<file path="config.mk">
export PLATFORM = sky130hd
export DESIGN_NAME = ahbl_splitter_dflt
export DESIGN_NICKNAME = d
export VERILOG_FILES = /design/src/rtl/ahbl_splitter_dflt.sv
export SDC_FILE = /design/constraint.sdc
export NUM_CORES = 1
export LEC_CHECK = 0
export BUFFER_PORTS_ARGS = -buffer_cell sky130_fd_sc_hd__buf_2
export CAP_MARGIN = 0
export CORE_AREA = 2 2 134 136
export DETAILED_ROUTE_END_ITERATION = 10
export DIE_AREA = 0 0 136 138
export PLACE_DENSITY = 0.35
export SYNTH_ARGS = -nofsm -noshare
export SYNTH_HDL_FRONTEND = slang
export SYNTH_SLANG_ARGS = --single-unit
</file>
<file path="constraint.sdc">
create_clock -name clk -period 2.22 [get_ports clk]
set_input_delay 0.222 -clock clk [delete_from_list [all_inputs] [get_ports clk]]
set_output_delay 0.222 -clock clk [all_outputs]
set_load 0.1 [all_outputs]
</file>
<file path="src/rtl/ahbl_splitter_dflt.sv">
// ahbl_splitter_dflt: 1:N AHB-Lite splitter with a built-in default slave.
// The address phase is decoded combinationally and broadcast to every port.
// Only the decoded port sees an active htrans. A registered one-hot data-phase
// select routes the response back to the master. Accesses that hit no port
// go to an internal default slave. That slave returns the two-cycle ERROR
// response, or a zero-wait OKAY when ERR_ON_UNMAPPED is 0.
// Optional feature: define AHBL_SPLITTER_DFLT_ERRCAPT_EN to add sticky capture
// of the first faulting address (ports err_clr / err_valid / err_addr / err_write).
module ahbl_splitter_dflt #(
    parameter int                          N_PORTS         = 2,
    parameter int                          W_ADDR          = 32,
    parameter int                          W_DATA          = 32,
    parameter logic [N_PORTS*W_ADDR-1:0]   ADDR_MAP        = {N_PORTS*W_ADDR{1'b0}},
    parameter logic [N_PORTS*W_ADDR-1:0]   ADDR_MASK       = {N_PORTS*W_ADDR{1'b1}},
    parameter int                          ERR_ON_UNMAPPED = 1
) (
    input  logic                           clk,
    input  logic                           rst_n,
    // master side
    input  logic                           src_hready,
    output logic                           src_hready_resp,
    output logic                           src_hresp,
    input  logic [W_ADDR-1:0]              src_haddr,
    input  logic                           src_hwrite,
    input  logic [1:0]                     src_htrans,
    input  logic [2:0]                     src_hsize,
    input  logic [2:0]                     src_hburst,
    input  logic [3:0]                     src_hprot,
    input  logic                           src_hmastlock,
    input  logic [W_DATA-1:0]              src_hwdata,
    output logic [W_DATA-1:0]              src_hrdata,
    // slave side, port i packed at [i*W +: W]
    output logic [N_PORTS-1:0]             dst_hready,
    input  logic [N_PORTS-1:0]             dst_hready_resp,
    input  logic [N_PORTS-1:0]             dst_hresp,
    output logic [N_PORTS*W_ADDR-1:0]      dst_haddr,
    output logic [N_PORTS-1:0]             dst_hwrite,
    output logic [N_PORTS*2-1:0]           dst_htrans,
    output logic [N_PORTS*3-1:0]           dst_hsize,
    output logic [N_PORTS*3-1:0]           dst_hburst,
    output logic [N_PORTS*4-1:0]           dst_hprot,
    output logic [N_PORTS-1:0]             dst_hmastlock,
    output logic [N_PORTS*W_DATA-1:0]      dst_hwdata,
    input  logic [N_PORTS*W_DATA-1:0]      dst_hrdata
`ifdef AHBL_SPLITTER_DFLT_ERRCAPT_EN
    ,
    input  logic                           err_clr,
    output logic                           err_valid,
    output logic [W_ADDR-1:0]              err_addr,
    output logic                           err_write
`endif
);

    localparam bit ERR_EN = (ERR_ON_UNMAPPED != 0);

    typedef enum logic [1:0] {
        ST_IDLE = 2'd0,
        ST_ERR1 = 2'd1,
        ST_ERR2 = 2'd2
    } dflt_state_t;

    // Keep only the lowest set bit so overlapping windows resolve to the lowest port.
    function automatic logic [N_PORTS-1:0] pick_lowest(input logic [N_PORTS-1:0] v);
        logic [N_PORTS-1:0] r;
        logic               found;
        r     = '0;
        found = 1'b0;
        for (int i = 0; i < N_PORTS; i++) begin
            if (v[i] && !found) begin
                r[i]  = 1'b1;
                found = 1'b1;
            end
        end
        return r;
    endfunction

    logic [N_PORTS-1:0] hit_raw_p0;
    logic [N_PORTS-1:0] hit_p0;
    logic               any_hit_p0;
    logic               accept_p0;
    logic               err_start_p0;
    logic [N_PORTS:0]   dsel_p1;      // [N_PORTS] = default slave, others one-hot per port
    dflt_state_t        state_q;
    dflt_state_t        state_d;
    logic               dflt_ready;
    logic               dflt_resp;

    // ---- address phase (p0): decode and broadcast ----

    // Window match for every port against its base/mask pair.
    always_comb begin
        hit_raw_p0 = '0;
        for (int i = 0; i < N_PORTS; i++) begin
            hit_raw_p0[i] = ((src_haddr & ADDR_MASK[i*W_ADDR +: W_ADDR])
                             == ADDR_MAP[i*W_ADDR +: W_ADDR]);
        end
    end

    assign hit_p0       = pick_lowest(hit_raw_p0);
    assign any_hit_p0   = |hit_raw_p0;
    assign accept_p0    = src_hready & src_htrans[1];
    assign err_start_p0 = ERR_EN & accept_p0 & ~any_hit_p0;

    // Only the decoded port sees the real htrans; all others see IDLE.
    always_comb begin
        dst_htrans = '0;
        for (int i = 0; i < N_PORTS; i++) begin
            if (hit_p0[i]) begin
                dst_htrans[i*2 +: 2] = src_htrans;
            end
        end
    end

    assign dst_hready    = {N_PORTS{src_hready}};
    assign dst_haddr     = {N_PORTS{src_haddr}};
    assign dst_hwrite    = {N_PORTS{src_hwrite}};
    assign dst_hsize     = {N_PORTS{src_hsize}};
    assign dst_hburst    = {N_PORTS{src_hburst}};
    assign dst_hprot     = {N_PORTS{src_hprot}};
    assign dst_hmastlock = {N_PORTS{src_hmastlock}};
    assign dst_hwdata    = {N_PORTS{src_hwdata}};

    // ---- data phase (p1): select register, default slave, response mux ----

    // Capture which target owns the next data phase; hold it across wait states.
    always_ff @(posedge clk or negedge rst_n) begin
        if (!rst_n) begin
            dsel_p1 <= '0;
        end else if (src_hready) begin
            dsel_p1 <= accept_p0 ? {~any_hit_p0, hit_p0} : '0;
        end
    end

    // Default slave state register.
    always_ff @(posedge clk or negedge rst_n) begin
        if (!rst_n) begin
            state_q <= ST_IDLE;
        end else begin
            state_q <= state_d;
        end
    end

    // Default slave next state: ERR1 always advances; ERR2 may chain into another error.
    always_comb begin
        state_d = state_q;
        case (state_q)
            ST_IDLE: if (err_start_p0) state_d = ST_ERR1;
            ST_ERR1: state_d = ST_ERR2;
            ST_ERR2: state_d = err_start_p0 ? ST_ERR1 : ST_IDLE;
            default: state_d = ST_IDLE;
        endcase
    end

    // Default slave outputs: ERR1 stalls with ERROR, ERR2 completes with ERROR.
    always_comb begin
        dflt_ready = 1'b1;
        dflt_resp  = 1'b0;
        case (state_q)
            ST_ERR1: begin
                dflt_ready = 1'b0;
                dflt_resp  = 1'b1;
            end
            ST_ERR2: begin
                dflt_ready = 1'b1;
                dflt_resp  = 1'b1;
            end
            default: begin
                dflt_ready = 1'b1;
                dflt_resp  = 1'b0;
            end
        endcase
    end

    // Return path: route the selected port back to the master. With no selection the bus sees an idle OKAY.
    always_comb begin
        src_hready_resp = 1'b1;
        src_hresp       = 1'b0;
        src_hrdata      = '0;
        for (int i = 0; i < N_PORTS; i++) begin
            if (dsel_p1[i]) begin
                src_hready_resp = dst_hready_resp[i];
                src_hresp       = dst_hresp[i];
                src_hrdata      = dst_hrdata[i*W_DATA +: W_DATA];
            end
        end
        if (dsel_p1[N_PORTS]) begin
            src_hready_resp = dflt_ready;
            src_hresp       = dflt_resp;
        end
    end

`ifdef AHBL_SPLITTER_DFLT_ERRCAPT_EN
    logic err_entry_p0;

    // ERR1 is re-entered from ERR2 as well as from IDLE, so qualify on not already being in ERR1.
    assign err_entry_p0 = err_start_p0 & (state_q != ST_ERR1);

    // Sticky first-fault capture. A clear in the same cycle as a new fault lets that fault in.
    always_ff @(posedge clk or negedge rst_n) begin
        if (!rst_n) begin
            err_valid <= 1'b0;
            err_addr  <= '0;
            err_write <= 1'b0;
        end else if (err_entry_p0 && (!err_valid || err_clr)) begin
            err_valid <= 1'b1;
            err_addr  <= src_haddr;
            err_write <= src_hwrite;
        end else if (err_clr) begin
            err_valid <= 1'b0;
        end
    end
`endif

endmodule

</file>
# Word-level counts from Yosys, hierarchy flattened
# Cells that the tools add are included.
[totals]
register_bits = 5
inputBits = 149
[classes]
muxes = 18
reduce_logical = 5
bitwise_logic = 3
eq_ne = 3
[op_table]
columns = ["op", "count"]
rows = [
  ["$mux 32", 2],
  ["$logic_not 32->1", 1],
  ["$mux 1", 11],
  ["$mux 2", 3],
  ["$pmux 2 s3", 1],
  ["$mux 3", 1],
  ["$and 1x1->1", 2],
  ["$eq 2x1->1 const B", 1],
  ["$eq 2x2->1 const B", 1],
  ["$logic_not 2->1", 1],
  ["$ne 2x2->1 const B", 1],
  ["$reduce_or 2->1", 1],
  ["$logic_and 1x1->1", 1],
  ["$logic_not 1->1", 1],
  ["$not 1->1", 1],
]

# Depth between registers and ports, before layout
# Gate-level depths: netlist of run 1.
[depth]
ltp_word = 6
mapped_depth = 4

# Least setup slack after synthesis of run 1
# OpenSTA, ideal clock, no wires.
[synth_timing]
path_type = "register to output"
start = "register dsel_p1[0]"
end = "output port src_hresp"
stages_incl_launch_ff = 3
setup_slack_ns = -0.550
arrival_time_ns = 2.548
cell_sequence = "dfrtp_1 > nand2_1 > o21ai_0"
[synth_between]
elab_chain_cells = 3
[synth_rtl]
columns = ["element", "line_no", "source"]
rows = [
  ["start, declared", "82", "logic [N_PORTS:0] dsel_p1;"],
  ["start signal, assigned", "130", "dsel_p1 <= accept_p0 ? {~any_hit_p0, hit_p0} : '0;"],
  ["$mux 1 (2 in a row)", "180", "if (dsel_p1[i]) begin"],
  ["$mux 1", "186", "if (dsel_p1[N_PORTS]) begin"],
  ["end, declared", "22", "output logic src_hresp,"],
]
# Every way passes these cells.

# Worst setup path after layout of run 1
[layout_timing]
start = "register dsel_p1[0]"
end = "output port src_hrdata[23]"
[layout_between]
elab_chain_cells = 2
[layout_rtl]
columns = ["element", "line_no", "source"]
rows = [
  ["$mux 32 (2 in a row)", "180", ""],
  ["end, declared", "31", "output logic [W_DATA-1:0] src_hrdata,"],
]
# Every way passes these cells.

==> results.cfg, run 1 <==
[grt]
grt_pass1_wl_um = 6190
use_met3_pct = 1.80
grt_util_met1_pct = 3.25
grt_max_degree = 23
antenna_found_initial = 0
top_usage_layer = met2
grt_pass1_vias = 1185
grt_overflow = 0
grtUsageMet2_pct = 8.83
grt_usage_pct = 4.29

[sta]
rsz0062_at_grt = no
fmax_mhz = 543
clock_skew_ps = 0.0420
tns_ps = 0
fin_crit_sh_pct = 83.0
setup_violations = 0
fin_crit_ps = 1840
hold_violations = 0
slew_violations = 0

[placed_design]
dp_cells = 477
portBuffers = 172
gp_congestion = 0.663
dpl.hpwl_um = 4160

[logic_synthesis]
ys_warn_count = 0
synth_area_um2 = 1750
synth_top_area_cell = buf_4
synth_top_family_by_area = buffers and inverters
syn_area_per_cell_um2 = 7.49
muxShareOfSynthArea_pct = 0.573
yosysUniqueCellTypes = 21
netlist_instances = 233
synthXorXnorAreaFrac_pct = 0
synth_simple_gate_area_share_pct = 17.8
ys_top_cells_by_area = buf_4, and2_1, dfrtp_1, ha_1, nor4_1
yosysTopAreaCellShare_pct = 67.1
synth_adder_area_share_pct = 3.58
synth_seq_cells = 4
synth_compound_area_share_pct = 3.44
yosysSeqAreaShare_pct = 5.73

[floorplanning]
ioPinCount = 341
core_area_um2 = 17500
die_w_um = 136
num_rows = 49
design.die.area_um2 = 18800
start_util_pct = 9.95
die_h_um = 138

[cts]
clockRootBuffer = clkbuf_16
cts_max_path_buffers = 2
clk_latency_ps = 220
cts_setup_buffers = 0
cts_tree = done
cts-buffers-inserted = 3
cts_sinks = 4
cts.clk_slew.worst_paths_ps = 30
ctsResizeCount = 0
postCtsHoldBufs = 1
h-tree-depth = 1

[drt]
drc_errors = 0
routed_via_density = 2.73
drt-initial-drc-count = 22
wl_per_cell_um = 9.58
wirelength_um = 4610
drt_pass1_iterations = 2
detail-route-antenna-nets = 0
vias = 1312

[critical_path]
critPathBufInv = 2
worstSetupPathType = reg2out
crit_chain = buf_4 > and2_1 > buf_2
crit_path_end_kind = primary output
cp_max_fo = 22
cp_slowest_cell = dfrtp_1
crit_family = buffers and inverters
required_ps = 2000
cp.arrival_ps = 1620
critPathMaxStageDelay_ps = 550
cp-start-kind = register

[pwr]
ir_drop_mv = 0.176
power.density_nw_per_um2 = 652
p_leak_nw = 1.03

[final_layout]
n_fill_cell = 2058
syn_to_final_growth_pct = 5.45
final_cells = 481
layout_common_cells = buf_2, and2_1, nor4_1, ha_1
diodes = 0
fin_util_pct = 10.5
final_common_cell = buf_2
fin_nets = 408
layout-drive-gt1-share_pct = 70.6

[hold_path]
hold_class = in2reg

[status]
status = finished clean

[job]
drv_cap = 0
==> through the flow <==
stage	instance area [um^2]	power [mW]	hold slack (ps)	worst slack, ps
floorplan	1750	1.59	-73.6	204
detailed placement	1760	0.925	33.0	333
global route	1840	1.25	354	224
finish	1840	1.20	316	378
global placement	1760	0.920	31.4	350
CTS	1840	1.21	325	305
==> cell usage after synthesis <==
library cell and count:
nor4_1 7, nand4_1 2, and2_1 34, buf_4 156, mux2i_1 1, inv_1 4, nor3_1 1, ha_1 5
clkbuf_1 3, o21ai_0 2, a21oi_1 1, nor4_2 1, conb_1 1, dfrtp_1 4, a311o_1 1, nor2b_1 1
nor2_1 1, nand2_1 4, o21bai_1 2, o2111a_1 1, o32ai_1 1
==> worst paths after layout <==
| kind | start | end | slack [ps] | cells past startpoint |
|---|---|---|---|---|
| min reg2reg | state_q[1]$_DFFE_PN0P_ | state_q[1]$_DFFE_PN0P_ | 590 | 1 |
| max | dsel_p1[0]$_DFFE_PN0P_ | src_hrdata[23] | 380 | 3 |
| max reg2reg | state_q[1]$_DFFE_PN0P_ | state_q[1]$_DFFE_PN0P_ | 960 | 4 |
| min | src_hready | dsel_p1[2]$_DFFE_PN0P_ | 320 | 2 |
| max in group asynchronous | rst_n | state_q[0]$_DFFE_PN0P_ | 1730 | 2 |
| min in group asynchronous | rst_n | dsel_p1[2]$_DFFE_PN0P_ | 370 | 2 |
==> cell type report <==
| type | count | area (um^2) | area share, % |
|---|---|---|---|
| Sequential cell | 4 | 100 | 5.44 |
| Timing Repair Buffer | 174 | 908 | 49.4 |
| Tap cell | 229 | 287 | 15.6 |
| Clock buffer | 3 | 75.1 | 4.08 |
| Multi-Input combinational cell | 67 | 455 | 24.7 |
| Inverter | 4 | 15.0 | 0.816 |
==> state kept, by name, indices dropped and copies added, names as in the netlist <==
name	flops
dsel_p1	2
state_q	2
==> per-layer routing <==
metal	part of all wire (%)	wire length [um]
met4	3.1	142
met5	0	0
met3	13	605
met2	56	2570
met1	28	1290
==> where the power goes <==
group / internal (mW) / total, mW / switching (mW)
sequential: 0.0894 / 0.110 / 0.0202
combinational: 0.142 / 0.810 / 0.668
clock: 0.230 / 0.280 / 0.0498
==> cells by family (layout without fill, tap and decap cells) <==
family          count (synthesis)  after routing
fa+ha+maj                       5              5
mux                             1              1
flops                           4              4
other cells                     1              2
compound gates                  8              8
simple gates                   51             51
buf+inv                       163            181
(Power assumes the default switching activity.)
==> run 2, diff against run 1 <==
Settings changed: CORE_AREA 2 2 134 136 to 2 2 131 133, DIE_AREA 0 0 136 138 to 0 0 133 135, PLACE_DENSITY 0.35 to 0.38.
Clock period 2.22 ns to 1.55 ns, I/O delays scaled along.
==> run 2 against run 1 <==
Utilization up 5.4 points. Largest cell class unchanged. Highest routed layer unchanged. Clock-buffer cell count unchanged. First-iteration DRC count down 55%. Sequential share of layout area down 1.6 points. Sequential cell count unchanged. Die area down 4.3%.
==> results.cfg, run 2 (synthesized netlist as in run 1, its figures left out) <==
[cts]
cts-buffers-inserted = 3
cts.clk_slew.worst_paths_ps = 30
clockRootBuffer = clkbuf_16
clk_latency_ps = 220
h-tree-depth = 1
cts_sinks = 4
cts_max_path_buffers = 2
cts_tree = done

[final_layout]
syn_to_final_growth_pct = 49.1
final_area_um2 = 2600
fin_nets = 428
layout-drive-gt1-share_pct = 76.5
regArea_um2 = 100
diodes = 0
final_common_cell = buf_2
layout_common_cells = buf_2, buf_12, and2_1, buf_4, ha_1
multi_input_area_um2 = 536
reg.largest.list = dsel_p1 (2), state_q (2)
n_fill_cell = 1865

[critical_path]
worstSetupPathType = reg2out
worstReg2RegStart = state_q[0]$_DFFE_PN0P_
r2r_end = state_q[1]$_DFFE_PN0P_
ff2ff_setup_slack_ps = 230
cp_max_fo = 4
reg2reg_depth = 4
required_ps = 1390
cp-start-kind = register
cp.arrival_ps = 1350
crit_path_end_kind = primary output

[drt]
drt-initial-drc-count = 10
dr_wl_met3_um = 788
drt_pass1_iterations = 3
drc_errors = 0
dr_wl_met2_um = 3030
vias = 1423
detail-route-antenna-nets = 0
wirelength_um = 5360
highest_layer = met4
wl_per_cell_um = 10.9
routed_via_density = 2.89
wl_met1_um = 1260

[sta]
fin_crit_sh_pct = 96.8
slew_violations = 0
fin_crit_ps = 1500
holdWs_ps = 243
clock_skew_ps = 0.0397
fmax_mhz = 667
rsz0062_at_grt = yes
setup_violations = 0
hold_violations = 0

[grt]
antenna_found_initial = 0
grt_pass1_wl_um = 7630
grt_overflow = 0
grt_max_degree = 34
grt_usage_pct = 5.52
grt_pass1_vias = 1465

[placed_design]
dpl.hpwl_um = 4880
portBuffers = 172
place_area_um2 = 2390
gp_congestion = 0.646

[hold_path]
min_path_cells = 2
whs_endpoint = dsel_p1[0]$_DFFE_PN0P_
hold_class = in2reg
worstHoldStart = src_hready

[status]
status = finished clean

[pwr]
power.density_nw_per_um2 = 722
p_leak_nw = 1.24
ir_drop_mv = 0.214

[floorplanning]
die_w_um = 133
num_rows = 47
ioPinCount = 341
design.die.area_um2 = 18000
die_h_um = 135
core_area_um2 = 16400
start_util_pct = 10.6

[job]
drv_cap = 0
==> run 2: through the flow <==
step	TNS [ps]	setup WS [ps]	total power [mW]	utilization [%]	std cells
CTS	-107	-54.7	1.83	15.5	489
global placement	-1260	-243	1.39	14.5	482
finish	0	49.9	1.88	15.9	492
global route	-147	-73.2	1.95	15.9	492
floorplan	0	28.3	2.29	-	234
detailed placement	-1340	-253	1.41	14.5	482
==> run 2: worst max-delay path by stage <==
stage	startpoint	endpoint	slack [ps]
floorplan	dsel_p1[0]$_DFFE_PN0P_	src_hrdata[0]	30
global placement	src_haddr[10]	state_q[0]$_DFFE_PN0P_	-240
detailed placement	src_haddr[10]	state_q[1]$_DFFE_PN0P_	-250
CTS	src_haddr[15]	dst_htrans[0]	-50
global route	src_haddr[13]	dst_htrans[1]	-70
finish	state_q[0]$_DFFE_PN0P_	src_hready_resp	50
==> run 2: final cells by class <==
cell class	instances	share of cell area, %
clock buffer	3	2.88
inverter	4	0.577
multi-input combinational	67	20.6
sequential	4	3.85
tap	220	10.6
timing repair buffer	194	61.5
==> run 2: routing by layer <==
layer,up-vias,global-route usage (%)
li1,650,-
met2,138,11.1
met1,597,3.80
met3,38,3.04
met4,0,3.70
met5,-,0
==> run 2: timing repair <==
| item | in CTS | in global routing |
|---|---|---|
| endpoints found under the hold margin | 4 | 0 |
| hold buffers | 1 | 0 |
| setup buffers | 3 | 4 |
| pin swaps | 6 | 5 |
| resized for setup | 12 | 5 |
| endpoints found under the setup margin | 5 | 6 |
==> run 2: worst max-delay path: stages (launching register included) <==
cell and delay [ps]:
dfrtp_1 400, buf_4 150, ha_1 220, a21oi_4 160, buf_12 190
==> run 2: power breakdown <==
part	internal (mW)	leakage, nW	total, mW	switching (mW)
Sequential	0.128	0.0520	0.152	0.0239
Combinational	0.324	1.15	1.33	1.01
Clock	0.329	0.0370	0.396	0.0672
Total	0.781	1.24	1.88	1.10
